`src/rtl/fifo_round_robin_router_pkg.sv`:
```
// Shared constants and FSM encoding for the ingress-to-egress round-robin router.
package fifo_round_robin_router_pkg;
    localparam int DEF_DATA_W = 10;
    localparam int NUM_PORTS  = 4;
    localparam int CLS_W      = 2;   // class field is the top CLS_W bits of a word

    typedef enum logic [1:0] {
        IDLE   = 2'd0,
        ACTIVE = 2'd1,
        DRAIN  = 2'd2
    } state_t;
endpackage

```
`src/rtl/rr_arbiter_4.sv`:
```
// Combinational 4-way round-robin arbiter: scans from ptr upward (mod 4),
// first requester wins. Emits one-hot grant, its index and a valid flag.
module rr_arbiter_4
    import fifo_round_robin_router_pkg::*;
(
    input  logic [3:0] req,
    input  logic [1:0] ptr,
    output logic [3:0] grant,
    output logic [1:0] idx,
    output logic       any
);
    always_comb begin
        logic [1:0] k;
        k     = '0;
        grant = '0;
        idx   = ptr;
        any   = 1'b0;
        for (int i = 0; i < NUM_PORTS; i++) begin
            k = ptr + 2'(i);
            if (!any && req[k]) begin
                grant[k] = 1'b1;
                idx      = k;
                any      = 1'b1;
            end
        end
    end
endmodule

```
`src/rtl/fifo_round_robin_router.sv`:
```
// Grants one eligible ingress FIFO per cycle in round-robin order and pushes
// the popped word, one cycle later, into the egress FIFO named by its class bits.
module fifo_round_robin_router
    import fifo_round_robin_router_pkg::*;
#(
    parameter int DATA_W = DEF_DATA_W
) (
    input  logic              clk,
    input  logic              reset_L,
    input  logic              enable,
    input  logic              empty_0,
    input  logic              empty_1,
    input  logic              empty_2,
    input  logic              empty_3,
    input  logic [DATA_W-1:0] data_in_0,
    input  logic [DATA_W-1:0] data_in_1,
    input  logic [DATA_W-1:0] data_in_2,
    input  logic [DATA_W-1:0] data_in_3,
    input  logic              almost_full_0,
    input  logic              almost_full_1,
    input  logic              almost_full_2,
    input  logic              almost_full_3,
    output logic              pop_0,
    output logic              pop_1,
    output logic              pop_2,
    output logic              pop_3,
    output logic              push_0,
    output logic              push_1,
    output logic              push_2,
    output logic              push_3,
    output logic [DATA_W-1:0] data_out,
    output logic              active,
    output logic [1:0]        grant_idx
);
    logic [NUM_PORTS-1:0]             empty_v, af_v, req, grant, push_q;
    logic [NUM_PORTS-1:0][DATA_W-1:0] din;
    logic [1:0]                       ptr, win_idx, win_cls;
    logic [DATA_W-1:0]                win_word;
    logic                             win;
    state_t                           state;

    assign empty_v = {empty_3, empty_2, empty_1, empty_0};
    assign af_v    = {almost_full_3, almost_full_2, almost_full_1, almost_full_0};
    assign din     = {data_in_3, data_in_2, data_in_1, data_in_0};

    // A head whose destination is almost full is simply not a requester, so
    // the scan moves past it instead of stalling the other ingress FIFOs.
    always_comb begin
        req = '0;
        for (int k = 0; k < NUM_PORTS; k++)
            req[k] = enable && (state != DRAIN) && !empty_v[k]
                     && !af_v[din[k][DATA_W-1 -: CLS_W]];
    end

    rr_arbiter_4 u_arb (
        .req   (req),
        .ptr   (ptr),
        .grant (grant),
        .idx   (win_idx),
        .any   (win)
    );

    assign win_word = din[win_idx];
    assign win_cls  = win_word[DATA_W-1 -: CLS_W];

    assign {pop_3, pop_2, pop_1, pop_0}     = reset_L ? grant : '0;
    assign {push_3, push_2, push_1, push_0} = push_q;

    always_ff @(posedge clk or negedge reset_L) begin
        if (!reset_L) begin
            state     <= IDLE;
            ptr       <= '0;
            grant_idx <= '0;
            data_out  <= '0;
            push_q    <= '0;
            active    <= 1'b0;
        end else begin
            push_q <= '0;
            if (win) begin
                data_out        <= win_word;
                push_q[win_cls] <= 1'b1;
                grant_idx       <= win_idx;
                ptr             <= win_idx + 2'd1;
            end
            case (state)
                IDLE: if (win) begin
                    state  <= ACTIVE;
                    active <= 1'b1;
                end
                ACTIVE: begin
                    if (!enable && (|push_q)) begin
                        state  <= DRAIN;
                        active <= 1'b0;
                    end else if (!win && !(|push_q)) begin
                        state  <= IDLE;
                        active <= 1'b0;
                    end
                end
                default: begin
                    state  <= IDLE;
                    active <= 1'b0;
                end
            endcase
        end
    end
endmodule

```
`config.mk`:
```
export PLATFORM = sky130hd
export DESIGN_NAME = fifo_round_robin_router
export DESIGN_NICKNAME = d
export VERILOG_FILES = /design/src/rtl/fifo_round_robin_router_pkg.sv /design/src/rtl/rr_arbiter_4.sv /design/src/rtl/fifo_round_robin_router.sv
export SDC_FILE = /design/constraint.sdc
export NUM_CORES = 1
export LEC_CHECK = 0
export ABC_AREA = 1
export BUFFER_PORTS_ARGS = -buffer_cell sky130_fd_sc_hd__buf_2
export CAP_MARGIN = 20
export CELL_PAD_IN_SITES_DETAIL_PLACEMENT = 1
export CELL_PAD_IN_SITES_GLOBAL_PLACEMENT = 1
export CORE_MARGIN = 5
export CORE_UTILIZATION = 36
export CTS_BUF_LIST = sky130_fd_sc_hd__clkbuf_8 sky130_fd_sc_hd__clkbuf_16
export CTS_CLUSTER_DIAMETER = 50
export CTS_CLUSTER_SIZE = 25
export DETAILED_ROUTE_END_ITERATION = 8
export GPL_ROUTABILITY_DRIVEN = 0
export PLACE_DENSITY_LB_ADDON = 0.1
export SYNTH_ARGS = -nofsm -noshare
export SYNTH_HDL_FRONTEND = slang
export SYNTH_SLANG_ARGS = --single-unit
```
`constraint.sdc`:
```
create_clock -name clk -period 6.6 [get_ports clk]
set_clock_uncertainty 0.15 [all_clocks]
set_input_delay 1.32 -clock clk [delete_from_list [all_inputs] [get_ports clk]]
set_output_delay 1.32 -clock clk [all_outputs]
set_load 0.005 [all_outputs]
```
==> metrics.yaml <==
grt_pass1_vias: 2289
dr.max_layer_used: "met4"
clockBufferDepth: 2
vias: 2219
grt_remaining_overflow: 0
final_hold_viol_count: 0
synthCells: 313
final_nets: 438
syn_nets: 372
cts_sinks: 20
cts.clk_slew.worst_paths_ps: 70
ctsResizeCount: 0
relSlewSlack: 0.5480
rows: 26
wl_met1_um: 3000
max_freq_mhz: 226.6
ant_nets: 0
core_area_um2: 5140
drc: 0
diodes: 0
r2r_start: "ptr[0]"
rsz0062_at_grt: "no"
cp-startpoint: "almost_full_0"
ys_seq_elements: 20
cp-start-kind: "input port"
layout-drive-gt1-share: 0.2751
wl_met3_um: 250
setup_viol: 0
min_period_ps: 4412
syn_area_um2: 1927
ys_seq_area_frac: 0.2597
viasPerCell: 4.953
drv_slew: 0
timing.hold.ws_ps: 333.2
worst_pin_slew_ps: 677.2
yosys.area.top_type_share: 0.2688
hold_path_class: "flop to flop"
end_kind: "output port"
outcome: "finished, final reports clean"
clk_latency_ps: 250
dpl.hpwl_um: 5012
setup_tns_ps: 0
grt_pass1_wl_um: 10470
worstRegToRegCells: 13
cp_max_fo: 4
crit_arrival_ps: 2940
io_pins: 72
initial_core_util: 0.3749
clockRootBuffer: "clkbuf_8"
dieHeight_um: 83.16
max_cap_violations: 0
r2r_setup_slack_ps: 3130
period_share: 0.6685
antenna_found_initial: 0
wl_per_cell_um: 13.73
ctsHoldBuffers: 0
grt_usage: 0.1758
cp.required_ps: 5130
fp.dieW_um: 83.16
grt_max_degree: 27
dr.pass1.iters: 4
ys_types: 29
nFillCells: 760
die-area_um2: 6916
wl_met2_um: 2864
drt-initial-drc-count: 77
yosysWarnings: 0
cts_made_buffers: 3
worst-setup-path-type: "input port to output port"
area_growth_pct: 22.14
synth.largest_area_cell: "nand2_1"
cts_tree: "done"
regToRegEndpoint: "push_q[0]"
htree_levels: 1
io_buffers: 71
post-cts-setup-buffers: 0
avgSynthCellArea_um2: 6.156
wirelength_um: 6149
synth_area_leaders: "nand2_1 27%, dfrtp_1 26%, nand3_1 14%"
setup.worst_path.end: "pop_0"
[registers in the layout, summed over array words and instances (netlist names)]
name,cells
data_out,10
grant_idx,2
ptr,2
state,2
push_q,4
[cells by family (layout without fill, tap and decap cells)]
family	Yosys count	in the layout	share of synthesized area
AO/OA/AOI/OAI	17	17	0.05195
flip-flops	20	20	0.2597
AND/OR/NAND/NOR	230	230	0.5448
adder cells (fa/ha/maj)	8	8	0.05195
buffers and inverters	38	103	0.09156
[layout by cell type (no fill, tap or decap), types with 3 or more instances in the layout]
cell	netlist	layout
o21ai_1	4	4
ha_1	8	8
nand2_2	7	7
inv_1	21	21
nand3_2	3	3
nand3_1	52	52
dfrtp_1	20	20
a21oi_1	3	3
clkbuf_8	0	4
buf_2	6	71
nand3b_1	3	3
nand2_1	138	138
o21ai_0	4	4
nor2_1	9	9
nand4_1	4	4
inv_2	7	7
nor2_2	5	5
[cells in the mapped netlist]
cell / n
nor4_1: 2
nor2_1: 9
nand3b_1: 3
nor3_1: 1
or2_2: 2
nand4_2: 1
o21ai_2: 1
inv_1: 21
a21oi_1: 3
a31oi_1: 2
nand4_1: 4
o21a_1: 1
o21ai_0: 4
o21ai_1: 4
dfrtp_1: 20
ha_1: 8
inv_2: 7
nor2_2: 5
nand2_4: 2
a22oi_1: 1
nand2_2: 7
nand3_1: 52
nand3_2: 3
buf_2: 6
buf_4: 1
nor2_8: 1
buf_6: 3
nand2_1: 138
a41oi_1: 1
[stage by stage]
stage	utilization	cell area (um^2)	cells	setup slack, ps
6_report	0.4579	2354	448	2188
2_1_floorplan	-	1927	313	2689
5_1_grt	0.4579	2354	448	1988
3_3_place_gp	0.4472	2298	444	2253
3_5_place_dp	0.4472	2298	444	2200
4_1_cts	0.4579	2354	448	2196
[metal layers]
layer	GRT usage	vias up
met5	0	-
met4	0.03120	0
met3	0.01782	4
met2	0.2908	54
met1	0.2495	1028
li1	-	1133
[critical path, stage by stage]
cell,delay (ps)
buf_2,100
inv_1,120
nand2_1,70
nand3_1,120
nand3_1,120
nand2_1,130
nand3_1,160
o21ai_2,140
nand3_2,140
inv_1,140
nand2_1,60
a31oi_1,170
buf_2,140
[area by class of cell]
| cell class | count | area [um^2] | area share |
|---|---|---|---|
| multi-input cells | 255 | 1250 | 0.5311 |
| flip-flops and latches | 20 | 500.5 | 0.2127 |
| repair buffers | 71 | 355.3 | 0.1510 |
| inverters | 28 | 105.1 | 0.04466 |
| well taps | 70 | 87.58 | 0.03721 |
| clock buffers | 4 | 55.05 | 0.02339 |
[worst min path at each step]
stage / from / end / slack [ps] / cells past startpoint
floorplan: state[1] / state[1] / 300 / 1
global placement: data_out[4] / data_out[4] / 310 / 2
detailed placement: data_out[4] / data_out[4] / 320 / 2
CTS: state[1] / state[1] / 340 / 1
global route: data_out[6] / data_out[6] / 360 / 2
finish: data_out[4] / data_out[4] / 330 / 2
Power is left out: the tool's default activity adds up to more than one toggle a clock period on the data nets, which glitch-free logic cannot reach.
